<file path="src/rtl/bram_heap_pkg.sv">
// Shared definitions for the BRAM-backed binary max-heap engines.
// Node i has children 2i+1 and 2i+2; index 0 is the root (maximum).
package bram_heap_pkg;

  // Sift-engine states. The dequeue engine uses the same encoding.
  typedef enum logic [2:0] {
    IDLE  = 3'd0,
    READ  = 3'd1,
    WAIT  = 3'd2,
    CMP   = 3'd3,
    WRITE = 3'd4
  } state_t;

  // Number of tree levels needed to hold queue_size elements.
  function automatic int tree_depth(input int queue_size);
    return $clog2(queue_size + 1);
  endfunction

  // Node count of a complete tree of that depth.
  function automatic int heap_nodes(input int queue_size);
    return (1 << tree_depth(queue_size)) - 1;
  endfunction

  // Index helpers. parent_idx(0) returns 0.
  function automatic int parent_idx(input int i);
    return (i - 1) / 2;
  endfunction

  function automatic int left_idx(input int i);
    return 2 * i + 1;
  endfunction

  function automatic int right_idx(input int i);
    return 2 * i + 2;
  endfunction

endpackage

</file>
<file path="src/rtl/bram_heap_enqueue_ram.sv">
// True-dual-port, read-first block RAM with registered outputs.
// Contents are not reset; both ports share one write process so the
// array has a single driver. Simultaneous writes to one address are
// never issued by the heap engines (port B would win).
module rams_tdp_rf_rf #(
  parameter int WIDTH = 16,
  parameter int DEPTH = 7
) (
  input  logic                     CLK,
  input  logic                     en_a_i,
  input  logic                     we_a_i,
  input  logic [$clog2(DEPTH)-1:0] addr_a_i,
  input  logic [WIDTH-1:0]         din_a_i,
  output logic [WIDTH-1:0]         dout_a_o,
  input  logic                     en_b_i,
  input  logic                     we_b_i,
  input  logic [$clog2(DEPTH)-1:0] addr_b_i,
  input  logic [WIDTH-1:0]         din_b_i,
  output logic [WIDTH-1:0]         dout_b_o
);

  logic [WIDTH-1:0] mem [DEPTH];
  logic [WIDTH-1:0] dout_a_q;
  logic [WIDTH-1:0] dout_b_q;

  // Read-first on both ports: dout captures the old word when writing.
  always_ff @(posedge CLK) begin
    if (en_a_i) begin
      if (we_a_i) mem[addr_a_i] <= din_a_i;
      dout_a_q <= mem[addr_a_i];
    end
    if (en_b_i) begin
      if (we_b_i) mem[addr_b_i] <= din_b_i;
      dout_b_q <= mem[addr_b_i];
    end
  end

  assign dout_a_o = dout_a_q;
  assign dout_b_o = dout_b_q;

endmodule

</file>
<file path="src/rtl/bram_heap_enqueue.sv">
// Insert engine for the BRAM-backed max-heap. A new value is placed at the
// tail slot and sifted up using the hole method: parents smaller than the
// new value are moved down one level (port B), and the value itself is
// written once at its final slot (port A).
//
// state | meaning
// IDLE  | waiting for an insert; o_ready when not full
// READ  | port A addresses the parent of the hole
// WAIT  | BRAM read latency
// CMP   | compare value with parent; move parent down if smaller
// WRITE | write value into the hole; refresh top if at root
module bram_heap_enqueue
  import bram_heap_pkg::*;
#(
  parameter int QUEUE_SIZE = 7,
  parameter int DATA_WIDTH = 16
) (
  input  logic                            CLK,
  input  logic                            RSTn,
  input  logic                            i_wrt,
  input  logic [DATA_WIDTH-1:0]           i_data,
  output logic                            o_ready,
  output logic                            o_busy,
  output logic                            o_full,
  output logic                            o_empty,
  output logic [$clog2(QUEUE_SIZE+1)-1:0] o_size,
  output logic [DATA_WIDTH-1:0]           o_top
);

  localparam int NODES = heap_nodes(QUEUE_SIZE);
  localparam int AW    = $clog2(NODES);
  localparam int SW    = $clog2(QUEUE_SIZE + 1);

  state_t                state_q, state_d;
  logic [AW-1:0]         hole_q, hole_d;
  logic [DATA_WIDTH-1:0] val_q, val_d;
  logic [SW-1:0]         size_q, size_d;
  logic [DATA_WIDTH-1:0] top_q, top_d;

  logic                  full_w;
  logic                  ready_w;
  logic                  accept_w;
  logic [AW-1:0]         parent_w;

  logic                  we_a, we_b;
  logic [AW-1:0]         addr_a, addr_b;
  logic [DATA_WIDTH-1:0] din_a, din_b;
  logic [DATA_WIDTH-1:0] dout_a;
  logic [DATA_WIDTH-1:0] dout_b_unused;

  assign full_w   = (size_q == SW'(QUEUE_SIZE));
  assign ready_w  = (state_q == IDLE) && !full_w;
  assign accept_w = i_wrt && ready_w;
  assign parent_w = AW'(parent_idx(int'(hole_q)));

  // State and datapath registers; reset abandons any sift in progress.
  always_ff @(posedge CLK or negedge RSTn) begin
    if (!RSTn) begin
      state_q <= IDLE;
      hole_q  <= '0;
      val_q   <= '0;
      size_q  <= '0;
      top_q   <= '0;
    end else begin
      state_q <= state_d;
      hole_q  <= hole_d;
      val_q   <= val_d;
      size_q  <= size_d;
      top_q   <= top_d;
    end
  end

  // Next-state, datapath updates and BRAM port control.
  always_comb begin
    state_d = state_q;
    hole_d  = hole_q;
    val_d   = val_q;
    size_d  = size_q;
    top_d   = top_q;
    we_a    = 1'b0;
    we_b    = 1'b0;
    // Port A reads the parent by default so dout_a holds it through CMP.
    addr_a  = parent_w;
    din_a   = val_q;
    // Port B only ever moves a parent down into the current hole.
    addr_b  = hole_q;
    din_b   = dout_a;

    case (state_q)
      IDLE: begin
        if (accept_w) begin
          val_d   = i_data;
          hole_d  = AW'(size_q);
          size_d  = size_q + SW'(1);
          state_d = (size_q == '0) ? WRITE : READ;
        end
      end
      READ: state_d = WAIT;
      WAIT: state_d = CMP;
      CMP: begin
        // Strict compare: equal values stay below the earlier insert.
        if (val_q > dout_a) begin
          we_b    = 1'b1;
          hole_d  = parent_w;
          state_d = (parent_w == '0) ? WRITE : READ;
        end else begin
          state_d = WRITE;
        end
      end
      WRITE: begin
        we_a    = 1'b1;
        addr_a  = hole_q;
        if (hole_q == '0) top_d = val_q;
        state_d = IDLE;
      end
      default: state_d = IDLE;
    endcase
  end

  rams_tdp_rf_rf #(
    .WIDTH (DATA_WIDTH),
    .DEPTH (NODES)
  ) u_ram (
    .CLK      (CLK),
    .en_a_i   (1'b1),
    .we_a_i   (we_a),
    .addr_a_i (addr_a),
    .din_a_i  (din_a),
    .dout_a_o (dout_a),
    .en_b_i   (1'b1),
    .we_b_i   (we_b),
    .addr_b_i (addr_b),
    .din_b_i  (din_b),
    .dout_b_o (dout_b_unused)
  );

  assign o_ready = ready_w;
  assign o_busy  = (state_q != IDLE);
  assign o_full  = full_w;
  assign o_empty = (size_q == '0);
  assign o_size  = size_q;
  assign o_top   = top_q;

endmodule
</file>
<file path="config.mk">
export PLATFORM = sky130hd
export DESIGN_NAME = bram_heap_enqueue
export DESIGN_NICKNAME = d
export VERILOG_FILES = /design/src/rtl/bram_heap_pkg.sv /design/src/rtl/bram_heap_enqueue_ram.sv /design/src/rtl/bram_heap_enqueue.sv
export SDC_FILE = /design/constraint.sdc
export NUM_CORES = 1
export LEC_CHECK = 0
export CORE_MARGIN = 2
export CORE_UTILIZATION = 50
export DETAILED_ROUTE_END_ITERATION = 6
export PLACE_DENSITY_LB_ADDON = 0.05
export SETUP_SLACK_MARGIN = 0.4
export SYNTH_ARGS = -nofsm -noshare
export SYNTH_HDL_FRONTEND = slang
export SYNTH_SLANG_ARGS = --single-unit
</file>
<file path="constraint.sdc">
create_clock -name CLK -period 5.7 [get_ports CLK]
set_clock_uncertainty 0.2 [all_clocks]
set_input_delay 1.425 -clock CLK [delete_from_list [all_inputs] [get_ports CLK]]
set_output_delay 1.425 -clock CLK [all_outputs]
set_load 0.01 [all_outputs]
</file>
==> key figures <==
Critical path
  – Worst-path cell chain: or3_1 > nor2_1 > clkdlybuf4s50_1
  – Max FO, Critical Path: 5
  – Crit-path slowest cell: clkdlybuf4s50_1
  – Top cell family by delay on the critical path: simple AND/OR/NAND/NOR gates
  – WP buf/inv: 1
  – Worst EP required: 4.07 ns
  – Setup crit start kind: flip-flop
  – Max incr delay on CP: 0.57 ns
  – Crit. End Element: output port
  – Worst path arrival time: 2.07 ns
  – CP Class: reg2out

Clock network
  – Clock-pin slew on the worst setup and hold paths: 0.06 ns
  – Max H-tree Level: 4
  – CTS max path bufs: 2
  – Num CTS Buffers: 17
  – CTS root buf: clkbuf_16
  – Worst skew pair latency: 0.43 ns
  – Cts repair resizes: 0
  – Hold-fix buffers, CTS: 0
  – Sink Count: 169
  – CTS tree: built
  – Post-CTS setup buffers: 0

Synthesis
  – Most frequent cell after synthesis: edfxtp_1
  – Seq/Total Area, Yosys: 65.7%
  – Top FF cell, synth: edfxtp_1
  – Warnings, synthesis: 0
  – Post-Synthesis Cell Area: 7160 µm²
  – Number of synthesized register bits: 169
  – Synth top area share: 46.9%
  – Synth cell types: 43
  – EDFF count, synth: 112
  – Syn avg cell area: 13.0 µm²
  – Post-Syn Nets: 591
  – Main area contributors after synthesis: edfxtp_1 47%, dfrtp_1 14%, mux2_2 8.0%
  – Syn Inst Count: 549
  – Post-synth top area cell: edfxtp_1
  – Fraction of registers with async set/reset: 24.3%
  – Most instantiated cells after synthesis: 112 x edfxtp_1, 99 x nand2_1, 70 x a21oi_1

Cells and area
  – FILL cells: 1,103
  – Share of layout cells above drive strength 1: 17.9%
  – Diodes inserted: 0
  – Syn-to-layout area delta: 15.8%
  – Final nets: 637

GRT
  – First-pass GRT wire length: 23,700 µm
  – Antenna violations before repair: 0
  – Gr usage total: 21.4%
  – Largest net degree at the start of global routing: 49
  – Vias in the first global route: 4,310
  – Total gr overflow: 0

Die
  – Initial Utilization: 51.4%
  – I/O pins: 42
  – Width of the die: 124 µm
  – Core area: 13,900 µm²
  – Die boundary height: 124 µm
  – Num rows: 43
  – Full die area: 15,300 µm²

Routing
  – Remaining antenna violation count: 0
  – DR pass1 iterations: 4
  – Post-route DRC: 0
  – Vias per cell: 5.56
  – Vias: 4,384
  – Drt total wl: 15,400 µm
  – DRT iter0 DRCs: 289
  – Routed WL per cell: 19.5 µm

Status
  – Status: completed

STA
  – Worst slew pin tran: 1.04 ns
  – Slew Viols, Final: 0
  – Slew margin rel.: 29.8%
  – Total negative slack: 0 ns
  – Tmin final: 3.69 ns
  – Final hold violation count: 0
  – RSZ-0062 raised after global routing: no
  – Period Utilization, post-route: 64.8%
  – Endpoints failing setup: 0
  – Fmax: 271 MHz

Place
  – RD Place Congestion: 0.779
  – Port buffer count: 41
  – Final HPWL DP: 9490 µm

Run
  – MaxCap Viol Count: 0

Worst hold path
  – Hold Path Class: reg2reg
state kept, by name, indices dropped and copies added, names as in the netlist:
register	flops
din_a	16
addr_b	3
u_ram.dout_a_o	16
state_q	3
o_top	16
u_ram.mem	112
o_size	3
area by class of cell:
| cell class | instances | area (µm²) | share of cell area, % |
|---|---|---|---|
| clock buffer | 17 | 425 | 5.13 |
| tap | 180 | 225 | 2.71 |
| inverter | 22 | 82.6 | 0.995 |
| clock inverter | 15 | 141 | 1.70 |
| timing repair buffer | 52 | 488 | 5.88 |
| sequential | 169 | 4710 | 56.7 |
| multi-input combinational | 333 | 2230 | 26.8 |
per-layer routing:
| layer | global-route usage (%) | vias to the layer above | routed length, µm |
|---|---|---|---|
| li1 | - | 2068 | - |
| met1 | 30.6 | 2184 | 7370 |
| met2 | 32.7 | 119 | 6940 |
| met3 | 4.76 | 13 | 905 |
| met4 | 6.96 | 0 | 158 |
| met5 | 0 | - | 0 |
worst paths after layout:
kind	startpoint	to	slack, ns	depth (start not counted)
worst max-delay path	state_q[0]$_DFFE_PN0P_	o_ready	2.01	3
worst min-delay path	o_top[14]$_DFFE_PN0P_	o_top[14]$_DFFE_PN0P_	0.31	1
worst max register to register	addr_b[0]$_DFFE_PN0P_	u_ram.dout_a_o[15]$_DFF_P_	2.13	9
worst min register to register	o_top[14]$_DFFE_PN0P_	o_top[14]$_DFFE_PN0P_	0.31	1
max in group asynchronous	RSTn	din_a[13]$_DFFE_PN0P_	3.76	1
min in group asynchronous	RSTn	state_q[2]$_DFFE_PN0P_	0.94	1
metrics by stage:
stage	std cells	setup WS [ns]	hold WS [ns]	util, %	cell area, µm²
4_1_cts	788	2.00	0.311	59.6	8300
6_report	788	2.01	0.306	59.6	8300
3_3_place_gp	756	1.99	0.288	55.5	7730
3_5_place_dp	756	2.02	0.279	55.5	7730
5_1_grt	788	1.92	0.329	59.6	8300
2_1_floorplan	549	1.72	0.267	-	7160
kinds of logic after synthesis:
| kind of cell | after synthesis | share of synthesized area [%] |
|---|---|---|
| flip-flops | 169 | 65.7 |
| AO/OA/AOI/OAI | 118 | 8.94 |
| multiplexers | 59 | 9.26 |
| adder cells (fa/ha/maj) | 23 | 4.02 |
| buffers and inverters | 47 | 3.79 |
| AND/OR/NAND/NOR | 129 | 7.77 |
| XOR/XNOR | 4 | 0.489 |
placed cells by master, fill, tap and decap left out, drive strengths merged, types with 12 or more instances in the layout:
| cell | instances |
|---|---|
| buf | 12 |
| ha | 23 |
| inv | 28 |
| dfrtp | 41 |
| a21oi | 70 |
| mux2 | 52 |
| nand2 | 100 |
| edfxtp | 112 |
| clkdlybuf4s50 | 40 |
| clkbuf | 17 |
| dfxtp | 16 |
| o21ai | 36 |
Power is left out: the tool's default activity adds up to more than one toggle a clock period on the data nets, which glitch-free logic cannot reach.
